## src/rtl/stepper_pkg.sv

```systemverilog
// Shared definitions for the stepper sequencer: mode and state encodings,
// the eight-entry coil phase table and the index helper functions.
package stepper_pkg;

    localparam logic [1:0] MODE_WAVE = 2'b00;
    localparam logic [1:0] MODE_FULL = 2'b01;
    localparam logic [1:0] MODE_HALF = 2'b10;

    typedef enum logic {
        ST_IDLE = 1'b0,
        ST_RUN  = 1'b1
    } state_t;

    // Coil patterns indexed 0..7; even entries are single-coil, odd are two-coil.
    localparam logic [3:0] PHASE_0 = 4'b1000;
    localparam logic [3:0] PHASE_1 = 4'b1100;
    localparam logic [3:0] PHASE_2 = 4'b0100;
    localparam logic [3:0] PHASE_3 = 4'b0110;
    localparam logic [3:0] PHASE_4 = 4'b0010;
    localparam logic [3:0] PHASE_5 = 4'b0011;
    localparam logic [3:0] PHASE_6 = 4'b0001;
    localparam logic [3:0] PHASE_7 = 4'b1001;

    localparam logic [3:0] RESET_PATTERN = PHASE_0;

    // Snap the index onto the sub-table a mode uses: even for wave, odd for
    // full (mode 11 behaves as full), untouched for half-step.
    function automatic logic [2:0] align_idx(input logic [2:0] idx, input logic [1:0] mode);
        logic [2:0] r;
        case (mode)
            MODE_WAVE: r = {idx[2:1], 1'b0};
            MODE_HALF: r = idx;
            default:   r = {idx[2:1], 1'b1};
        endcase
        return r;
    endfunction

    // Advance the index one step; 3-bit arithmetic gives the modulo-8 wrap.
    function automatic logic [2:0] step_idx(input logic [2:0] idx, input logic [1:0] mode,
                                            input logic dir);
        logic [2:0] inc;
        inc = (mode == MODE_HALF) ? 3'd1 : 3'd2;
        return dir ? (idx + inc) : (idx - inc);
    endfunction

endpackage

```

## src/rtl/stepper_phase_lut.sv

```systemverilog
// Combinational phase index to coil pattern lookup.
module stepper_phase_lut
    import stepper_pkg::*;
(
    input  logic [2:0] idx,
    output logic [3:0] pattern
);

    // Straight table decode of the phase index.
    always_comb begin
        pattern = RESET_PATTERN;
        case (idx)
            3'd0: pattern = PHASE_0;
            3'd1: pattern = PHASE_1;
            3'd2: pattern = PHASE_2;
            3'd3: pattern = PHASE_3;
            3'd4: pattern = PHASE_4;
            3'd5: pattern = PHASE_5;
            3'd6: pattern = PHASE_6;
            3'd7: pattern = PHASE_7;
            default: pattern = RESET_PATTERN;
        endcase
    end

endmodule

```

## src/rtl/stepper_seq_ctrl.sv

```systemverilog
// Stepper move sequencer: wave / full / half-step coil drive, programmable
// step rate, commanded step count, signed position tracking and a
// start/busy/done handshake.
module stepper_seq_ctrl
    import stepper_pkg::*;
#(
    parameter int CNT_W = 16,
    parameter int DIV_W = 8
) (
    input  logic             drv_clk,
    input  logic             reset,
    input  logic             start,
    input  logic             dir,
    input  logic [1:0]       mode,
    input  logic [CNT_W-1:0] nsteps,
    input  logic [DIV_W-1:0] rate_div,
    input  logic             abort,
    output logic [3:0]       motor_drv,
    output logic             busy,
    output logic             done,
    output logic [CNT_W-1:0] pos
);

    state_t           state;
    logic [2:0]       idx;
    logic [CNT_W-1:0] remaining;
    logic [DIV_W-1:0] presc;
    logic             dir_q;
    logic [1:0]       mode_q;
    logic [DIV_W-1:0] rate_q;

    logic             accept;
    logic             step_fire;
    logic [2:0]       idx_nxt;
    logic [3:0]       pattern_nxt;

    // Decide the next phase index: alignment on an accepted start, a step
    // when the prescaler expires in RUN (abort suppresses it), else hold.
    always_comb begin
        accept    = (state == ST_IDLE) && start;
        step_fire = (state == ST_RUN) && !abort && (presc == '0);
        idx_nxt   = idx;
        if (accept)
            idx_nxt = align_idx(idx, mode);
        else if (step_fire)
            idx_nxt = step_idx(idx, mode_q, dir_q);
    end

    stepper_phase_lut u_lut (
        .idx     (idx_nxt),
        .pattern (pattern_nxt)
    );

    // Move FSM; every output is registered so the coil drive never glitches.
    always_ff @(posedge drv_clk or posedge reset) begin
        if (reset) begin
            state     <= ST_IDLE;
            idx       <= 3'd0;
            motor_drv <= RESET_PATTERN;
            busy      <= 1'b0;
            done      <= 1'b0;
            pos       <= '0;
            remaining <= '0;
            presc     <= '0;
            dir_q     <= 1'b0;
            mode_q    <= MODE_WAVE;
            rate_q    <= '0;
        end else begin
            done      <= 1'b0;
            idx       <= idx_nxt;
            motor_drv <= pattern_nxt;
            case (state)
                ST_IDLE: begin
                    if (start) begin
                        dir_q  <= dir;
                        mode_q <= mode;
                        rate_q <= rate_div;
                        if (nsteps == '0) begin
                            // Zero-length move finishes immediately without busy.
                            done <= 1'b1;
                        end else begin
                            remaining <= nsteps;
                            presc     <= rate_div;
                            busy      <= 1'b1;
                            state     <= ST_RUN;
                        end
                    end
                end
                ST_RUN: begin
                    if (abort) begin
                        remaining <= '0;
                        busy      <= 1'b0;
                        done      <= 1'b1;
                        state     <= ST_IDLE;
                    end else if (presc == '0) begin
                        pos       <= dir_q ? (pos + CNT_W'(1)) : (pos - CNT_W'(1));
                        remaining <= remaining - CNT_W'(1);
                        presc     <= rate_q;
                        if (remaining == CNT_W'(1)) begin
                            busy  <= 1'b0;
                            done  <= 1'b1;
                            state <= ST_IDLE;
                        end
                    end else begin
                        presc <= presc - DIV_W'(1);
                    end
                end
                default: state <= ST_IDLE;
            endcase
        end
    end

endmodule

```

## config.mk

```make
export PLATFORM = sky130hd
export DESIGN_NAME = stepper_seq_ctrl
export DESIGN_NICKNAME = d
export VERILOG_FILES = /design/src/rtl/stepper_pkg.sv /design/src/rtl/stepper_phase_lut.sv /design/src/rtl/stepper_seq_ctrl.sv
export SDC_FILE = /design/constraint.sdc
export NUM_CORES = 1
export LEC_CHECK = 0
export CORE_MARGIN = 2
export CORE_UTILIZATION = 50
export DETAILED_ROUTE_END_ITERATION = 8
export HOLD_SLACK_MARGIN = 0.03
export PLACE_DENSITY = 0.8
export SETUP_SLACK_MARGIN = 0.05
export SLEW_MARGIN = 20
export SYNTH_ARGS = -nofsm -noshare
export SYNTH_HDL_FRONTEND = slang
export SYNTH_SLANG_ARGS = --single-unit
```

## constraint.sdc

```tcl
create_clock -name drv_clk -period 5.88 [get_ports drv_clk]
set_clock_uncertainty 0.2 [all_clocks]
set_input_delay 0.588 -clock drv_clk [delete_from_list [all_inputs] [get_ports drv_clk]]
set_output_delay 0.588 -clock drv_clk [all_outputs]
set_load 0.01 [all_outputs]
```

==> results of run 1 <==
how the worst max path moves through the flow:
stage	slack, ns	to	startpoint	depth (start not counted)
detailed placement	2.24	motor_drv[3]	abort	7
finish	2.65	motor_drv[3]	abort	7
CTS	2.60	motor_drv[3]	abort	7
global route	2.43	motor_drv[3]	abort	7
floorplan	3.25	pos[13]	presc[0]	9
global placement	2.39	motor_drv[3]	abort	7
cells by family (layout without fill, tap and decap cells):
kind of cell | after synthesis | after routing
xor+xnor | 13 | 13
fa+ha+maj | 20 | 20
simple gates | 161 | 161
compound gates | 136 | 136
mux | 6 | 6
flops | 61 | 61
buf+inv | 39 | 90
layout by cell type, fill, tap and decap left out, drive strengths merged, types with 3 or more instances in the layout:
master / count
nor4: 7
o21ai: 53
o211ai: 5
and2: 3
xnor2: 7
nand2: 67
mux2i: 5
nor2: 28
dfrtp: 60
a32oi: 6
clkbuf: 15
a21o: 3
a211oi: 3
or3: 5
clkdlybuf4s50: 52
nand4: 7
nor3: 13
nand2b: 6
a21oi: 37
xor2: 6
nor2b: 3
inv: 20
ha: 18
a22oi: 3
a31oi: 3
o21a: 5
and3: 5
nand3: 6
synth_stat cells (6+ instances only):
cell,count
sky130_fd_sc_hd__xor2_1,6
sky130_fd_sc_hd__nand4_1,7
sky130_fd_sc_hd__nor3_1,12
sky130_fd_sc_hd__o21ai_0,51
sky130_fd_sc_hd__a32oi_1,6
sky130_fd_sc_hd__nor4_1,7
sky130_fd_sc_hd__nand2b_1,6
sky130_fd_sc_hd__nor2_1,28
sky130_fd_sc_hd__nand3_1,6
sky130_fd_sc_hd__ha_1,18
sky130_fd_sc_hd__nand2_1,67
sky130_fd_sc_hd__xnor2_1,7
sky130_fd_sc_hd__clkbuf_1,15
sky130_fd_sc_hd__inv_1,20
sky130_fd_sc_hd__a21oi_1,37
sky130_fd_sc_hd__dfrtp_1,60
stage by stage:
| step | utilization, % | setup WS (ns) | hold slack, ns |
|---|---|---|---|
| 2_1_floorplan | - | 3.251 | 0.2379 |
| 3_3_place_gp | 59.61 | 2.386 | 0.2502 |
| 3_5_place_dp | 59.61 | 2.244 | 0.2600 |
| 4_1_cts | 62.12 | 2.604 | 0.2759 |
| 5_1_grt | 62.14 | 2.434 | 0.3035 |
| 6_report | 62.14 | 2.653 | 0.2750 |
cell type report:
cell class              instances  share of cell area, %
clock buffers                  15                  3.935
clock inverters                 1                 0.1116
inverters                      20                  1.675
multi-input cells             336                  45.49
flip-flops and latches         61                  34.08
well taps                      99                  2.763
repair buffers                 54                  11.95
per-layer routing:
metal / vias to the layer above / wire length [um] / GRT usage [%]
li1: 1673 / - / -
met1: 1633 / 3904 / 28.45
met2: 140 / 4235 / 36.15
met3: 23 / 547 / 5.927
met4: 0 / 170 / 9.103
met5: - / 0 / 0
worst register-to-register path, cell delays in order, from the launching register on:
cell and delay [ns]:
sky130_fd_sc_hd__dfrtp_1 0.43, sky130_fd_sc_hd__inv_1 0.08, sky130_fd_sc_hd__ha_1 0.18, sky130_fd_sc_hd__or4b_1 0.62, sky130_fd_sc_hd__nor3_2 0.87, sky130_fd_sc_hd__nand2_1 0.16, sky130_fd_sc_hd__xor2_1 0.31, sky130_fd_sc_hd__inv_1 0.13
sky130_fd_sc_hd__mux2i_1 0.16
state kept, by name (all words and copies together), names as in the netlist:
register	flops
motor_drv	4
presc	8
state	1
dir_q	1
done	1
rate_q	8
pos	16
mode_q	2
idx	3
busy	1
remaining	16
power groups by stage:
stage               Clock, W  Combinational [W]  Sequential [W]
finish              0.000350           0.000562        0.000613
global route        0.000379           0.000628        0.000626
CTS                 0.000359           0.000560        0.000610
floorplan                  0           0.000390        0.000603
detailed placement         0           0.000557        0.000615
global placement           0           0.000534        0.000613
==> impl_metrics.prom, run 1 <==
# TYPE chip_impl_metric gauge
chip_impl_metric{name="critical_path.n_buffers_inverters",unit=""} 2
chip_impl_metric{name="ctsHtreeMaxLevel",unit=""} 3
chip_impl_metric{name="post_synth_fa_ha_maj_area_fraction",unit="%"} 7.124
chip_impl_metric{name="syn_to_final_growth",unit="%"} 20.40
chip_impl_metric{name="maxClockFrequency",unit="MHz"} 309.9
chip_impl_metric{name="dieArea",unit="um^2"} 8153
chip_impl_metric{name="grt_antenna_before_repair",unit=""} 0
chip_impl_metric{name="critPathArrivalTime",unit="ns"} 3.29
chip_impl_metric{name="synth_top_cell_area_share",unit="%"} 40.32
chip_impl_info{name="unrepaired_setup_endpoints_after_global_routing",value="no"} 1
chip_impl_metric{name="tightestPinTransition",unit="ns"} 1.019
chip_impl_metric{name="hold_depth",unit=""} 2
chip_impl_metric{name="grt_start_max_net_pins",unit=""} 62
chip_impl_info{name="timing.critical_path.slowest_stage_cell",value="sky130_fd_sc_hd__nor3_2"} 1
chip_impl_metric{name="max_slew_headroom",unit="%"} 31.71
chip_impl_metric{name="drc",unit=""} 0
chip_impl_metric{name="layout.nets",unit=""} 533
chip_impl_metric{name="power.net_switching",unit="W"} 0.0005727
chip_impl_metric{name="synth_edf_count",unit=""} 0
chip_impl_metric{name="timing_hold_violations_final",unit=""} 0
chip_impl_metric{name="setup-tns-final",unit="ns"} 0
chip_impl_metric{name="floorplan.initialDensity",unit="%"} 51.61
chip_impl_metric{name="detailedPlacementHpwl",unit="mm"} 6.104
chip_impl_metric{name="cts_setup_buffers",unit=""} 0
chip_impl_metric{name="vias",unit=""} 3469
chip_impl_metric{name="worst-r2r-setup-slack",unit="ns"} 2.68
chip_impl_info{name="cts-root-buf",value="sky130_fd_sc_hd__clkbuf_8"} 1
chip_impl_info{name="synth_top_family_by_area",value="compound AO/OA/AOI/OAI gates"} 1
chip_impl_info{name="worst_path_dominant_cell_family",value="simple AND/OR/NAND/NOR gates"} 1
chip_impl_metric{name="cts.reportedPaths.clkPinSlew",unit="ns"} 0.06
chip_impl_metric{name="crit_path_max_incr_delay",unit="ns"} 0.98
chip_impl_metric{name="switching_share",unit="%"} 37.58
chip_impl_metric{name="period_needed",unit="ns"} 3.227
chip_impl_metric{name="number_of_buffers_added_on_ports",unit=""} 52
chip_impl_info{name="crit_chain",value="clkdlybuf4s50_1 > nand2b_1 > nor3_2 > nand2_1 > xor2_1 > inv_1 > mux2i_1"} 1
chip_impl_info{name="min_to",value="mode_q[1]"} 1
chip_impl_metric{name="grt_pass1_wl",unit="mm"} 14.92
chip_impl_metric{name="internal_power_component",unit="W"} 0.0009513
chip_impl_metric{name="number_of_global_route_vias_before_repair",unit=""} 3370
chip_impl_metric{name="crit_fanout",unit=""} 19
chip_impl_metric{name="worst_ep_required_time",unit="ns"} 5.95
chip_impl_metric{name="setup_violations",unit=""} 0
chip_impl_metric{name="wl_per_cell",unit="um"} 15.12
chip_impl_metric{name="grt-ovfl-total",unit=""} 0
chip_impl_metric{name="worstSkewPairLatency",unit="ns"} 0.34
chip_impl_metric{name="multiInputGateArea",unit="um^2"} 2039
chip_impl_metric{name="power.leakage",unit="nW"} 1.939
chip_impl_metric{name="cts-hold-fix-buffers",unit=""} 0
chip_impl_metric{name="core.rowCount",unit=""} 31
chip_impl_metric{name="placed_area",unit="um^2"} 4300
chip_impl_info{name="critPathLaunchType",value="input port"} 1
chip_impl_metric{name="p_per_area",unit="nW/um^2"} 340.0
chip_impl_info{name="status",value="finished, final reports clean"} 1
chip_impl_info{name="regToRegEndpoint",value="motor_drv[3]"} 1
chip_impl_metric{name="number_of_buffers_on_the_longest_clock_path",unit=""} 2
chip_impl_info{name="yosys-top-cells-area",value="sky130_fd_sc_hd__dfrtp_1, sky130_fd_sc_hd__o21ai_0, sky130_fd_sc_hd__nand2_1"} 1
chip_impl_metric{name="n_antenna_cell",unit=""} 0
chip_impl_metric{name="syn-mean-instance-area",unit="um^2"} 8.540
chip_impl_metric{name="ys_async_sr_fraction",unit="%"} 100.0
chip_impl_info{name="critical_path_class",value="input port to register"} 1
chip_impl_metric{name="netlist_area",unit="um^2"} 3724
chip_impl_info{name="synth_flop_cell",value="sky130_fd_sc_hd__dfrtp_1"} 1
chip_impl_info{name="worstHoldPathType",value="register to register"} 1
chip_impl_metric{name="maxSlewViolCount",unit=""} 0
chip_impl_metric{name="synth_compound_gate_area_share",unit="%"} 21.98
chip_impl_metric{name="synthMuxAreaShare",unit="%"} 1.647
chip_impl_metric{name="drt_first_iter_violations",unit=""} 262
chip_impl_info{name="regToRegStartpoint",value="presc[0]"} 1
chip_impl_metric{name="pwr-share-seq",unit="%"} 40.2
chip_impl_metric{name="regArea",unit="um^2"} 1528
chip_impl_metric{name="post-route-period-util",unit="%"} 54.87
chip_impl_metric{name="placed_cells",unit=""} 570
chip_impl_info{name="holdCritStartpoint",value="mode_q[1]"} 1
chip_impl_metric{name="routed_wl",unit="mm"} 8.858
chip_impl_metric{name="cts_resized",unit=""} 0
chip_impl_metric{name="total_cts_buffers",unit=""} 9
chip_impl_metric{name="power_frac_clock",unit="%"} 22.9
chip_impl_metric{name="drv_cap",unit=""} 0
chip_impl_metric{name="netlist_instances",unit=""} 436
chip_impl_metric{name="yosysUniqueCellTypes",unit=""} 56
chip_impl_metric{name="numClockSinks",unit=""} 61
chip_impl_metric{name="synth-simple-area-share",unit="%"} 20.93
chip_impl_metric{name="die_h",unit="um"} 90.30
chip_impl_info{name="endpoint_kind",value="register"} 1
chip_impl_metric{name="xor_and_xnor_area_share_after_synthesis",unit="%"} 3.058
chip_impl_metric{name="sequential_share_of_the_synthesized_area",unit="%"} 41.03
chip_impl_metric{name="gp_routability_congestion",unit=""} 0.8646
chip_impl_metric{name="reg2regPathDepth",unit=""} 8
chip_impl_metric{name="fillCellCount",unit=""} 642
chip_impl_metric{name="total_number_of_yosys_warnings",unit=""} 0
chip_impl_metric{name="synth_nets",unit=""} 487
chip_impl_metric{name="layoutNonFillerInstCount",unit=""} 586
chip_impl_metric{name="power.total",unit="W"} 0.001524
chip_impl_metric{name="ir_worst_vdd",unit="mV"} 0.1979
chip_impl_metric{name="top_level_ports",unit=""} 53
chip_impl_metric{name="dr.pass1.iters",unit=""} 5
chip_impl_metric{name="design.core.area",unit="um^2"} 7214
chip_impl_info{name="tritoncts_clock_tree",value="yes"} 1
chip_impl_metric{name="grtUsageTotal",unit="%"} 22.30
chip_impl_metric{name="fin_area",unit="um^2"} 4483
chip_impl_info{name="synth_top_area_cell",value="sky130_fd_sc_hd__dfrtp_1"} 1
chip_impl_metric{name="ys_ff_latch",unit=""} 61
chip_impl_metric{name="drive_above_1_share",unit="%"} 4.723
chip_impl_metric{name="detail_route.vias_per_cell",unit=""} 5.920
chip_impl_metric{name="dieWidth",unit="um"} 90.30
chip_impl_metric{name="final_antenna_violating_net_count",unit=""} 0
chip_impl_metric{name="comb_power_share",unit="%"} 36.9
Power figures use the tool's default switching activity.
==> run 2, diff against run 1 <==
--- a/config.mk
+++ b/config.mk
@@ -9,7 +9,7 @@
 export CORE_UTILIZATION = 50
 export DETAILED_ROUTE_END_ITERATION = 8
 export HOLD_SLACK_MARGIN = 0.03
-export PLACE_DENSITY = 0.8
+export PLACE_DENSITY = 0.83
 export SETUP_SLACK_MARGIN = 0.05
 export SLEW_MARGIN = 20
 export SYNTH_ARGS = -nofsm -noshare
==> constraint.sdc (replaced) <==
create_clock -name drv_clk -period 2.85 [get_ports drv_clk]
set_clock_uncertainty 0.2 [all_clocks]
set_input_delay 0.285 -clock drv_clk [delete_from_list [all_inputs] [get_ports drv_clk]]
set_output_delay 0.285 -clock drv_clk [all_outputs]
set_load 0.01 [all_outputs]
==> impl_metrics.prom, run 2 (same netlist as run 1, synthesis figures left out) <==
# TYPE chip_impl_metric gauge
chip_impl_metric{name="design.core.area",unit="um^2"} 7214
chip_impl_metric{name="layout.core_utilization",unit="%"} 64.93
chip_impl_metric{name="post-route-period-util",unit="%"} 93.84
chip_impl_metric{name="pwr-share-seq",unit="%"} 38.8
chip_impl_metric{name="grtUsageTotal",unit="%"} 23.42
chip_impl_metric{name="drive_above_1_share",unit="%"} 9.270
chip_impl_metric{name="grt_pass1_wl",unit="mm"} 15.57
chip_impl_metric{name="reg2regPathDepth",unit=""} 10
chip_impl_metric{name="power_frac_clock",unit="%"} 22.3
chip_impl_metric{name="syn_to_final_growth",unit="%"} 25.81
chip_impl_metric{name="timing.final.ws_setup",unit="ns"} 0.1756
chip_impl_metric{name="drt_first_iter_violations",unit=""} 238
chip_impl_metric{name="dr.pass1.iters",unit=""} 5
chip_impl_metric{name="crit_path_max_incr_delay",unit="ns"} 0.47
chip_impl_metric{name="grt_antenna_before_repair",unit=""} 0
chip_impl_info{name="grt_busiest_layer",value="met2"} 1
chip_impl_info{name="tritoncts_clock_tree",value="yes"} 1
chip_impl_metric{name="grt_start_max_net_pins",unit=""} 37
chip_impl_metric{name="drv_cap",unit=""} 0
chip_impl_metric{name="worstSkewPairLatency",unit="ns"} 0.34
chip_impl_info{name="critPathLaunchType",value="register"} 1
chip_impl_metric{name="grt-ovfl-total",unit=""} 0
chip_impl_metric{name="ctsHtreeMaxLevel",unit=""} 3
chip_impl_metric{name="p_per_area",unit="nW/um^2"} 689.1
chip_impl_metric{name="whs",unit="ns"} 0.1260
chip_impl_metric{name="numClockSinks",unit=""} 61
chip_impl_metric{name="crit_fanout",unit=""} 31
chip_impl_metric{name="detail_route.vias_per_cell",unit=""} 5.878
chip_impl_metric{name="critPathArrivalTime",unit="ns"} 2.69
chip_impl_info{name="layout_top_registers",value="pos: 16 flops, remaining: 16 flops"} 1
chip_impl_metric{name="drc",unit=""} 0
chip_impl_metric{name="layout.nets",unit=""} 554
chip_impl_metric{name="routed_wl",unit="mm"} 9.352
chip_impl_metric{name="dieArea",unit="um^2"} 8153
chip_impl_metric{name="total_cts_buffers",unit=""} 9
chip_impl_metric{name="period_needed",unit="ns"} 2.674
chip_impl_metric{name="worst_ep_required_time",unit="ns"} 2.87
chip_impl_metric{name="tightestPinTransition",unit="ns"} 0.5811
chip_impl_metric{name="top_level_ports",unit=""} 53
chip_impl_info{name="cts-root-buf",value="sky130_fd_sc_hd__clkbuf_8"} 1
chip_impl_metric{name="cts.reportedPaths.clkPinSlew",unit="ns"} 0.07
chip_impl_metric{name="number_of_global_route_vias_before_repair",unit=""} 3322
chip_impl_metric{name="number_of_buffers_on_the_longest_clock_path",unit=""} 2
chip_impl_metric{name="comb_power_share",unit="%"} 38.9
chip_impl_metric{name="power.total",unit="W"} 0.003228
chip_impl_metric{name="final_antenna_violating_net_count",unit=""} 0
chip_impl_metric{name="setup-tns-final",unit="ns"} 0
chip_impl_metric{name="timing_hold_violations_final",unit=""} 0
chip_impl_metric{name="detailedPlacementHpwl",unit="mm"} 6.747
chip_impl_info{name="unrepaired_setup_endpoints_after_global_routing",value="yes"} 1
chip_impl_metric{name="wl_per_cell",unit="um"} 15.43
chip_impl_metric{name="met1_usage",unit="%"} 30.79
chip_impl_info{name="crit_path_start",value="presc[0]"} 1
chip_impl_info{name="worstHoldPathType",value="input port to asynchronous set/reset pin"} 1
chip_impl_info{name="status",value="finished, final reports clean"} 1
chip_impl_metric{name="cts-hold-fix-buffers",unit=""} 0
chip_impl_metric{name="gp_routability_congestion",unit=""} 0.8921
chip_impl_metric{name="ir_worst_vdd",unit="mV"} 0.4583
chip_impl_metric{name="max_slew_headroom",unit="%"} 61.20
chip_impl_info{name="layout.cells.most_common_list",value="sky130_fd_sc_hd__nand2_1, sky130_fd_sc_hd__dfrtp_1, sky130_fd_sc_hd__clkdlybuf4s50_1, sky130_fd_sc_hd__o21ai_0, sky130_fd_sc_hd__a21oi_1"} 1
chip_impl_info{name="regToRegStartpoint",value="presc[0]"} 1
chip_impl_metric{name="dieWidth",unit="um"} 90.30
chip_impl_metric{name="switching_share",unit="%"} 37.59
chip_impl_info{name="timing.critical_path.slowest_stage_cell",value="sky130_fd_sc_hd__or4b_1"} 1
chip_impl_metric{name="setup_violations",unit=""} 0
chip_impl_metric{name="number_of_buffers_added_on_ports",unit=""} 52
chip_impl_metric{name="globalRouteMet2Util",unit="%"} 38.78
chip_impl_metric{name="vias",unit=""} 3562
chip_impl_info{name="layout_commonest_cell",value="sky130_fd_sc_hd__nand2_1"} 1
chip_impl_info{name="critical_path_class",value="register to register"} 1
chip_impl_metric{name="n_antenna_cell",unit=""} 0
chip_impl_metric{name="maxSlewViolCount",unit=""} 0
chip_impl_info{name="endpoint_kind",value="register"} 1
chip_impl_metric{name="core.rowCount",unit=""} 31
chip_impl_metric{name="internal_power_component",unit="W"} 0.002015
chip_impl_metric{name="power.net_switching",unit="W"} 0.001213
chip_impl_metric{name="floorplan.initialDensity",unit="%"} 51.61
chip_impl_metric{name="dp_slack",unit="ns"} 0.1440
chip_impl_metric{name="maxClockFrequency",unit="MHz"} 373.9
chip_impl_metric{name="grt_use_met3",unit="%"} 4.674
chip_impl_metric{name="power.leakage",unit="nW"} 2.060
chip_impl_metric{name="die_h",unit="um"} 90.30
chip_impl_info{name="crit_chain",value="inv_1 > ha_1 > or4b_1 > buf_4 > nor2_1 > o21ai_1 > and2_1 > buf_12 > a211oi_1 > a21oi_1"} 1
==> run 2: changes by cell type in the layout (fill, tap and decap cells not counted) <==
| cell | change |
|---|---|
| sky130_fd_sc_hd__or3_2 | -1 |
| sky130_fd_sc_hd__buf_12 | +2 |
| sky130_fd_sc_hd__nor3b_1 | -1 |
| sky130_fd_sc_hd__buf_4 | +19 |
| sky130_fd_sc_hd__nor3b_2 | +1 |
| sky130_fd_sc_hd__or3_4 | +1 |
| sky130_fd_sc_hd__a21oi_2 | +1 |
| sky130_fd_sc_hd__clkbuf_1 | -1 |
| sky130_fd_sc_hd__a21oi_1 | -1 |
| sky130_fd_sc_hd__nor3_4 | +1 |
| sky130_fd_sc_hd__inv_1 | -1 |
| sky130_fd_sc_hd__clkinvlp_4 | +1 |
| sky130_fd_sc_hd__nor3_2 | -1 |
==> run 2: worst max-delay path, delay by kind of cell (launching register included) <==
kind / cells / cell delay, ns
AOI/OAI and AO/OA: 3 / 0.50
DFF: 1 / 0.42
buffers and inverters: 3 / 0.42
and+or+nand+nor: 3 / 0.83
adders and majority gates: 1 / 0.17
==> run 2: area by class of cell <==
| class | instances | area (um^2) |
|---|---|---|
| Clock buffer | 14 | 172.7 |
| Clock inverter | 1 | 5.005 |
| Fill cell | 599 | 2530 |
| Inverter | 20 | 78.83 |
| Multi-Input combinational cell | 336 | 2058 |
| Sequential cell | 61 | 1528 |
| Tap cell | 99 | 123.9 |
| Timing Repair Buffer | 75 | 718.2 |
==> run 2: worst paths after layout <==
| path | endpoint | slack, ns |
|---|---|---|
| setup / recovery | remaining[1] | 0.18 |
| hold / removal | motor_drv[1] | 0.13 |
| setup reg to reg | remaining[1] | 0.18 |
| hold reg to reg | mode_q[1] | 0.27 |
| max in group asynchronous | motor_drv[3] | 1.66 |
| min in group drv_clk | mode_q[1] | 0.27 |
==> run 2: through the flow <==
stage | instance area, um^2 | cells
after floorplan | 3724 | 436
after global placement | 4453 | 587
after detailed placement | 4453 | 587
after CTS | 4631 | 602
after global routing | 4684 | 606
final | 4684 | 606
==> run 2: what timing repair did <==
item,in CTS,in global routing
resized for setup,0,5
setup buffers,0,4
endpoints found under the setup margin,0,8
==> run 2: per-layer routing <==
| metal | share of wire (%) | vias to the layer above |
|---|---|---|
| met5 | 0 | - |
| met4 | 1.9 | 0 |
| li1 | - | 1716 |
| met2 | 49 | 128 |
| met3 | 5.7 | 18 |
| met1 | 43 | 1700 |
==> run 2: power groups by stage <==
stage	registers (W)	logic (W)	clock network (W)
2_1_floorplan	0.00124	0.000805	0
3_3_place_gp	0.00125	0.00116	0
3_5_place_dp	0.00126	0.00121	0
4_1_cts	0.00125	0.00122	0.000730
5_1_grt	0.00128	0.00140	0.000775
6_report	0.00125	0.00126	0.000720
==> run 3, diff against run 2 <==
--- a/config.mk
+++ b/config.mk
@@ -5,13 +5,14 @@
 export SDC_FILE = /design/constraint.sdc
 export NUM_CORES = 1
 export LEC_CHECK = 0
+export CAP_MARGIN = 20
 export CORE_MARGIN = 2
 export CORE_UTILIZATION = 50
 export DETAILED_ROUTE_END_ITERATION = 8
 export HOLD_SLACK_MARGIN = 0.03
-export PLACE_DENSITY = 0.83
+export PLACE_DENSITY = 0.89
 export SETUP_SLACK_MARGIN = 0.05
-export SLEW_MARGIN = 20
+export SLEW_MARGIN = 0
 export SYNTH_ARGS = -nofsm -noshare
 export SYNTH_HDL_FRONTEND = slang
 export SYNTH_SLANG_ARGS = --single-unit
==> impl_metrics.prom, run 3 (same netlist as run 1, synthesis figures left out) <==
# TYPE chip_impl_metric gauge
chip_impl_metric{name="vias",unit=""} 3573
chip_impl_metric{name="setup-tns-final",unit="ns"} 0
chip_impl_metric{name="timing.final.ws_setup",unit="ns"} 0.1848
chip_impl_metric{name="grtUsageTotal",unit="%"} 22.95
chip_impl_metric{name="drive_above_1_share",unit="%"} 8.135
chip_impl_info{name="endpoint_kind",value="register"} 1
chip_impl_metric{name="worst_ep_required_time",unit="ns"} 2.87
chip_impl_metric{name="numClockSinks",unit=""} 61
chip_impl_metric{name="wl_per_cell",unit="um"} 15.06
chip_impl_metric{name="ir_worst_vdd",unit="mV"} 0.3178
chip_impl_metric{name="detailedPlacementHpwl",unit="mm"} 6.553
chip_impl_info{name="layout_top_registers",value="pos: 16 flops, remaining: 16 flops"} 1
chip_impl_metric{name="cts-hold-fix-buffers",unit=""} 0
chip_impl_metric{name="cts_setup_buffers",unit=""} 0
chip_impl_info{name="grt_busiest_layer",value="met2"} 1
chip_impl_metric{name="timing_hold_violations_final",unit=""} 0
chip_impl_metric{name="grt_use_met3",unit="%"} 4.841
chip_impl_info{name="layout.cells.most_common_list",value="sky130_fd_sc_hd__nand2_1, sky130_fd_sc_hd__dfrtp_1, sky130_fd_sc_hd__clkdlybuf4s50_1, sky130_fd_sc_hd__o21ai_0, sky130_fd_sc_hd__a21oi_1"} 1
chip_impl_info{name="critical_path_class",value="register to register"} 1
chip_impl_metric{name="gp_routability_congestion",unit=""} 0.8614
chip_impl_metric{name="die_h",unit="um"} 90.30
chip_impl_metric{name="met1_usage",unit="%"} 28.83
chip_impl_metric{name="max_slew_headroom",unit="%"} 67.16
chip_impl_metric{name="routed_wl",unit="mm"} 9.081
chip_impl_metric{name="core.rowCount",unit=""} 31
chip_impl_metric{name="detail_route.vias_per_cell",unit=""} 5.925
chip_impl_metric{name="design.core.area",unit="um^2"} 7214
chip_impl_info{name="unrepaired_setup_endpoints_after_global_routing",value="no"} 1
chip_impl_metric{name="post-route-period-util",unit="%"} 93.52
chip_impl_info{name="tritoncts_clock_tree",value="yes"} 1
chip_impl_metric{name="n_antenna_cell",unit=""} 0
chip_impl_metric{name="grt_start_max_net_pins",unit=""} 62
chip_impl_metric{name="layout.core_utilization",unit="%"} 64.19
chip_impl_metric{name="drc",unit=""} 0
chip_impl_metric{name="floorplan.initialDensity",unit="%"} 51.61
chip_impl_metric{name="drt_first_iter_violations",unit=""} 244
chip_impl_metric{name="worstSkewPairLatency",unit="ns"} 0.35
chip_impl_info{name="critPathLaunchType",value="register"} 1
chip_impl_metric{name="syn_to_final_growth",unit="%"} 24.36
chip_impl_metric{name="globalRouteMet2Util",unit="%"} 38.10
chip_impl_metric{name="cts.reportedPaths.clkPinSlew",unit="ns"} 0.07
chip_impl_metric{name="number_of_buffers_on_the_longest_clock_path",unit=""} 2
chip_impl_metric{name="ctsHtreeMaxLevel",unit=""} 3
chip_impl_metric{name="power.leakage",unit="nW"} 2.025
chip_impl_metric{name="grt_pass1_wl",unit="mm"} 15.41
chip_impl_metric{name="dieArea",unit="um^2"} 8153
chip_impl_metric{name="drv_cap",unit=""} 0
chip_impl_metric{name="final_antenna_violating_net_count",unit=""} 0
chip_impl_metric{name="number_of_global_route_vias_before_repair",unit=""} 3489
chip_impl_metric{name="dr.pass1.iters",unit=""} 5
chip_impl_metric{name="dp_slack",unit="ns"} 0.1934
chip_impl_info{name="layout_commonest_cell",value="sky130_fd_sc_hd__nand2_1"} 1
chip_impl_info{name="cts-root-buf",value="sky130_fd_sc_hd__clkbuf_8"} 1
chip_impl_metric{name="p_per_area",unit="nW/um^2"} 686.2
chip_impl_metric{name="cts_resized",unit=""} 0
chip_impl_metric{name="layout.nets",unit=""} 550
chip_impl_metric{name="critPathArrivalTime",unit="ns"} 2.69
chip_impl_metric{name="maxSlewViolCount",unit=""} 0
chip_impl_metric{name="grt_antenna_before_repair",unit=""} 0
chip_impl_metric{name="number_of_buffers_added_on_ports",unit=""} 52
chip_impl_metric{name="crit_fanout",unit=""} 16
chip_impl_metric{name="dieWidth",unit="um"} 90.30
chip_impl_metric{name="maxClockFrequency",unit="MHz"} 375.2
chip_impl_metric{name="grt-ovfl-total",unit=""} 0
chip_impl_metric{name="total_cts_buffers",unit=""} 9
chip_impl_metric{name="period_needed",unit="ns"} 2.665
chip_impl_info{name="worstHoldPathType",value="input port to asynchronous set/reset pin"} 1
chip_impl_metric{name="setup_violations",unit=""} 0
chip_impl_metric{name="tightestPinTransition",unit="ns"} 0.4916
chip_impl_metric{name="top_level_ports",unit=""} 53
chip_impl_info{name="status",value="finished, final reports clean"} 1
[run 3: cell types whose count changed in the layout (fill, tap and decap cells not counted)]
| cell | previous run | this run |
|---|---|---|
| sky130_fd_sc_hd__buf_4 | 21 | 17 |
| sky130_fd_sc_hd__clkinv_2 | 1 | 3 |
| sky130_fd_sc_hd__a21oi_1 | 36 | 37 |
| sky130_fd_sc_hd__a21oi_2 | 1 | 0 |
| sky130_fd_sc_hd__clkbuf_1 | 2 | 1 |
| sky130_fd_sc_hd__clkbuf_8 | 12 | 11 |
| sky130_fd_sc_hd__inv_1 | 18 | 19 |
| sky130_fd_sc_hd__nor3_2 | 0 | 1 |
| sky130_fd_sc_hd__nor3_4 | 1 | 0 |
| sky130_fd_sc_hd__nor3b_1 | 1 | 2 |
| sky130_fd_sc_hd__nor3b_2 | 1 | 0 |
| sky130_fd_sc_hd__or3_1 | 4 | 5 |
| sky130_fd_sc_hd__or3_4 | 1 | 0 |
[run 3: final timing paths]
path | startpoint | end | slack [ns] | cells after the start
worst max-delay path | presc[0] | pos[12] | 0.18 | 8
worst min-delay path | reset | pos[7] | 0.11 | 3
worst max register to register | presc[0] | pos[12] | 0.18 | 8
worst min register to register | mode_q[1] | mode_q[1] | 0.28 | 2
max in group asynchronous | reset | motor_drv[3] | 2.03 | 3
min in group drv_clk | mode_q[1] | mode_q[1] | 0.28 | 2
[run 3: area by class of cell]
cell class                 instances  area (um^2)
clock inverter                     4        22.52
multi-input combinational        336         2038
fill                             598         2584
timing repair buffer              71        688.2
tap                               99        123.9
clock buffer                      12        155.1
sequential                        61         1528
inverter                          20        75.07
[run 3: per-stage QoR]
| stage | power, W | cell area (um^2) | hold WS (ns) | cells |
|---|---|---|---|---|
| floorplan | 0.002049 | 3724 | 0.1904 | 436 |
| global placement | 0.002404 | 4453 | 0.2532 | 587 |
| detailed placement | 0.002473 | 4453 | 0.2728 | 587 |
| CTS | 0.003180 | 4631 | 0.1308 | 603 |
| global route | 0.003414 | 4631 | 0.1711 | 603 |
| finish | 0.003178 | 4631 | 0.1142 | 603 |
[run 3: where the power goes]
| part | total [W] | internal [W] | leakage [nW] | switching [W] |
|---|---|---|---|---|
| clock network | 0.000705 | 0.000359 | 0.0921 | 0.000346 |
| registers | 0.00126 | 0.00107 | 0.771 | 0.000191 |
| logic | 0.00121 | 0.000542 | 1.16 | 0.000669 |
[run 3: critical path: stages, from the launching register on]
cell and delay, ns:
sky130_fd_sc_hd__dfrtp_1 0.42, sky130_fd_sc_hd__inv_1 0.08, sky130_fd_sc_hd__ha_1 0.18, sky130_fd_sc_hd__or4b_1 0.45
sky130_fd_sc_hd__or3_1 0.47, sky130_fd_sc_hd__buf_4 0.24, sky130_fd_sc_hd__nand2_1 0.08, sky130_fd_sc_hd__o311ai_0 0.12
sky130_fd_sc_hd__or3_1 0.32
[run 3: per-layer routing]
metal | vias to the layer above | share of wire (%)
met5 | - | 0
met4 | 0 | 3.0
met3 | 26 | 7.1
met2 | 163 | 49
met1 | 1685 | 41
li1 | 1699 | -
